<file path="src/rtl/demux_pkg.sv">
// Shared definitions for the byte-lane mux/demux pair and the per-lane FIFOs.
package demux_pkg;

  localparam int DATA_W = 8;

  localparam logic LANE0 = 1'b0;
  localparam logic LANE1 = 1'b1;

  // One lane slot as seen by the mux, demux and FIFOs.
  typedef struct packed {
    logic              valid;
    logic [DATA_W-1:0] data;
  } lane_word_t;

endpackage

</file>
<file path="src/rtl/demux_lane_reg.sv">
// One-entry lane output register: hold under pause, release on consume, reload on write.
module demux_lane_reg #(
  parameter int W = demux_pkg::DATA_W
) (
  input  logic         clk,
  input  logic         reset_L,
  input  logic         wr_en,
  input  logic [W-1:0] wr_data,
  input  logic         pause,
  output logic         valid,
  output logic [W-1:0] data,
  output logic         can_accept
);

  // Free now, or the held word leaves on this edge.
  assign can_accept = !valid || !pause;

  always_ff @(posedge clk or negedge reset_L) begin
    if (!reset_L) begin
      valid <= 1'b0;
      data  <= '0;
    end else if (wr_en) begin
      valid <= 1'b1;
      data  <= wr_data;
    end else if (valid && !pause) begin
      valid <= 1'b0;
    end
  end

endmodule

</file>
<file path="src/rtl/demux1a2_ochobits_cond.sv">
// Byte-wide 1-to-2 demux: steers accepted words to lane 0/1 (alternating or external select).
module demux1a2_ochobits_cond #(
  parameter int DATA_W  = demux_pkg::DATA_W,
  parameter int SEL_EXT = 0
) (
  input  logic              clk,
  input  logic              reset_L,
  input  logic              selector,
  input  logic              valid_in,
  input  logic [DATA_W-1:0] data_in,
  output logic              ready_in,
  input  logic              pause0,
  input  logic              pause1,
  output logic              validout0,
  output logic [DATA_W-1:0] dataout0,
  output logic              validout1,
  output logic [DATA_W-1:0] dataout1,
  output logic              drop_err
);

  logic sel_q;
  logic target;
  logic can_accept0;
  logic can_accept1;
  logic accept;
  logic wr_en0;
  logic wr_en1;

  assign target   = (SEL_EXT != 0) ? selector : sel_q;
  assign ready_in = reset_L && ((target == demux_pkg::LANE1) ? can_accept1 : can_accept0);
  assign accept   = valid_in && ready_in;
  assign wr_en0   = accept && (target == demux_pkg::LANE0);
  assign wr_en1   = accept && (target == demux_pkg::LANE1);

  // The alternating selector only advances on words that were actually taken.
  always_ff @(posedge clk or negedge reset_L) begin
    if (!reset_L) begin
      sel_q <= demux_pkg::LANE0;
    end else if (accept && (SEL_EXT == 0)) begin
      sel_q <= !sel_q;
    end
  end

  always_ff @(posedge clk or negedge reset_L) begin
    if (!reset_L) begin
      drop_err <= 1'b0;
    end else if (valid_in && !ready_in) begin
      drop_err <= 1'b1;
    end
  end

  demux_lane_reg #(.W(DATA_W)) u_lane0 (
    .clk        (clk),
    .reset_L    (reset_L),
    .wr_en      (wr_en0),
    .wr_data    (data_in),
    .pause      (pause0),
    .valid      (validout0),
    .data       (dataout0),
    .can_accept (can_accept0)
  );

  demux_lane_reg #(.W(DATA_W)) u_lane1 (
    .clk        (clk),
    .reset_L    (reset_L),
    .wr_en      (wr_en1),
    .wr_data    (data_in),
    .pause      (pause1),
    .valid      (validout1),
    .data       (dataout1),
    .can_accept (can_accept1)
  );

endmodule

</file>
<file path="config.mk">
export PLATFORM = sky130hd
export DESIGN_NAME = demux1a2_ochobits_cond
export DESIGN_NICKNAME = d
export VERILOG_FILES = /design/src/rtl/demux_pkg.sv /design/src/rtl/demux_lane_reg.sv /design/src/rtl/demux1a2_ochobits_cond.sv
export SDC_FILE = /design/constraint.sdc
export NUM_CORES = 1
export LEC_CHECK = 0
export CORE_MARGIN = 3
export CORE_UTILIZATION = 40
export CTS_CLUSTER_SIZE = 12
export DETAILED_ROUTE_END_ITERATION = 8
export PLACE_DENSITY = 0.79
export SYNTH_ARGS = -nofsm -noshare
export SYNTH_HDL_FRONTEND = slang
export SYNTH_SLANG_ARGS = --single-unit
</file>
<file path="constraint.sdc">
create_clock -name clk -period 1.71 [get_ports clk]
set_input_delay 0.171 -clock clk [delete_from_list [all_inputs] [get_ports clk]]
set_output_delay 0.171 -clock clk [all_outputs]
set_load 0.03 [all_outputs]
</file>
==> results.sh <==
export IMPL_outcome="finished, final reports clean"
export IMPL_cp_num_cells=1
export IMPL_die_area_um2=2490
export IMPL_layout_nets=103
export IMPL_crit_path_start_kind="flop"
export IMPL_cts_tree="built"
export IMPL_firstDrtPassIters=1
export IMPL_placed_cells=109
export IMPL_p_per_area_nw_per_um2=1700
export IMPL_clock_sinks=20
export IMPL_endpoint_kind="primary output"
export IMPL_grt_pass1_wl_mm=2.68
export IMPL_m1WireLength_um=651
export IMPL_cts_setup_buffers=0
export IMPL_drt_iter0_markers=0
export IMPL_routed_top_layer="met4"
export IMPL_die_x_um=49.9
export IMPL_stdcell_area_um2=1190
export IMPL_tns_ns=0
export IMPL_cts_repair_resized=0
export IMPL_globalRouteTotalUtil_pct=14.0
export IMPL_gp_congestion=0.696
export IMPL_setup_viol=0
export IMPL_yosysTopAreaCell="dfrtp_1"
export IMPL_final_cells=113
export IMPL_synth_seq_cells=20
export IMPL_antenna_found_initial=0
export IMPL_start_util_pct=43.3
export IMPL_synth_fp_nets=63
export IMPL_fin_util_pct=66.9
export IMPL_clk_latency_ns=0.29
export IMPL_fin_crit_ns=1.53
export IMPL_finalHoldViolCount=0
export IMPL_power_leakage_nw=0.510
export IMPL_synth_area_top_cells="dfrtp_1, mux2_2, nor3b_4, nand2_1, nand4_2"
export IMPL_synth_top_area_share_pct=64.8
export IMPL_crit_fanout=3
export IMPL_r2r_end="u_lane1.data[1]"
export IMPL_grt_max_degree=24
export IMPL_cts_root_buf="clkbuf_4"
export IMPL_ir_drop_mv=0.967
export IMPL_worstSetupStartpoint="u_lane1.valid"
export IMPL_cap_violations=0
export IMPL_final_cell_mix="clkdlybuf4s50_1, dfrtp_1, mux2_2, nand2_1"
export IMPL_skew_ns=0.00378
export IMPL_tritoncts_num_buffers=3
export IMPL_worstPathArrival_ns=1.36
export IMPL_path_buf_inv=1
export IMPL_ys_warn_count=0
export IMPL_wl_met2_um=741
export IMPL_antenna_left=0
export IMPL_grt_overflow_total=0
export IMPL_finalPower_mw=2.03
export IMPL_synth_cells=49
export IMPL_synth_distinct_cells=11
export IMPL_relSlewSlack_pct=77.8
export IMPL_die_h_um=49.9
export IMPL_r2r_start="u_lane1.valid"
export IMPL_slew_viol_final=0
export IMPL_viasPerCell=4.80
export IMPL_max_clock_freq_mhz=655
export IMPL_core_um2=1780
export IMPL_critPathMaxStageDelay_ns=0.68
export IMPL_rsz0062_at_grt="false"
export IMPL_dr_total_vias=542
export IMPL_seq_area_frac_synth_pct=64.8
export IMPL_drive_gt1_share_pct=30.7
export IMPL_cp_top_family="buffers and inverters"
export IMPL_grt_pass1_vias=593
export IMPL_drc_errors=0
export IMPL_critPathSlowestCell="clkdlybuf4s50_1"
export IMPL_hold_class="input pin to async pin"
export IMPL_hpwl_mm=1.18
export IMPL_dp_slack_ns=-0.128
export IMPL_portBuffers=32
export IMPL_timing_final_crit_share_pct=89.3
export IMPL_row_count=15
export IMPL_r2r_slack_ns=0.39
export IMPL_syn_to_final_growth_pct=54.5
export IMPL_worstSetupEndpoint="validout1"
export IMPL_clock_path_buffers=2
export IMPL_wl_mm=1.54
export IMPL_netlist_area_um2=772
export IMPL_place_area_um2=1160
export IMPL_antennaDiodeCount=0
export IMPL_setup_slack_ns=0.184
export IMPL_wire_per_inst_um=13.6
export IMPL_worstPathRequired_ns=1.54
export IMPL_r2r_cells=3
export IMPL_worst_pin_slew_ns=0.333
export IMPL_whs_ns=0.253
export IMPL_path_clk_slew_ns=0.11
export IMPL_ctsHoldBuffers=0
export IMPL_criticalPathCategory="flop to primary output"
export IMPL_syn_avg_cell_area_um2=15.8
export IMPL_num_io_pins=34
export IMPL_cp_cell_sequence="clkdlybuf4s50_1"
export IMPL_wl_met3_um=118
export IMPL_final_common_cell="clkdlybuf4s50_1"
export IMPL_ctsHtreeMaxLevel=1
[cell type report]
class | instances | area (µm²)
timing repair buffer | 35 | 353
fill | 142 | 591
multi-input combinational | 28 | 268
tap | 25 | 31.3
clock buffer | 4 | 36.3
inverter | 1 | 3.75
sequential | 20 | 500
[how the worst min path moves through the flow]
stage	from	endpoint	slack (ns)	depth (start not counted)
global route	reset_L	u_lane1.data[0]	0.26	2
detailed placement	drop_err	drop_err	0.46	1
CTS	reset_L	u_lane1.data[0]	0.26	2
finish	reset_L	drop_err	0.25	2
global placement	drop_err	drop_err	0.47	1
floorplan	reset_L	drop_err	-0.12	0
[registers in the layout, summed over array words and instances (netlist names)]
signal / flops
drop_err: 1
sel_q: 1
u_lane0.data: 8
u_lane0.valid: 1
u_lane1.data: 8
u_lane1.valid: 1
[worst register-to-register path, cell delays in order (launching register included)]
cell,delay (ns)
dfrtp_1,0.41
nand2_1,0.12
nand4_2,0.31
mux2_2,0.38
[cells by family after synthesis]
kind of cell	Yosys count	synth area share, %
AO/OA/AOI/OAI	4	4.05
buffers and inverters	1	0.486
flip-flops	20	64.8
multiplexers	16	23.3
AND/OR/NAND/NOR	8	7.29
[where the power goes]
part / total, mW / leakage (nW) / internal (mW) / switching [mW]
clock network: 0.266 / 0.0210 / 0.130 / 0.137
logic: 1.00 / 0.253 / 0.478 / 0.525
registers: 0.756 / 0.235 / 0.654 / 0.102
total: 2.03 / 0.510 / 1.26 / 0.764
[cell usage after synthesis, drive strengths merged]
master   n
nor3b    1
a21o     1
o21bai   1
inv      1
dfrtp   20
o21ai    1
mux2    16
nand2    4
o211a    1
nand3    2
nand4    1
[metal layers]
metal	global-route usage (%)	vias to the layer above
li1	-	256
met1	16.5	257
met2	24.2	25
met3	4.23	4
met4	4.15	0
met5	0	-
Power figures use the tool's default switching activity.
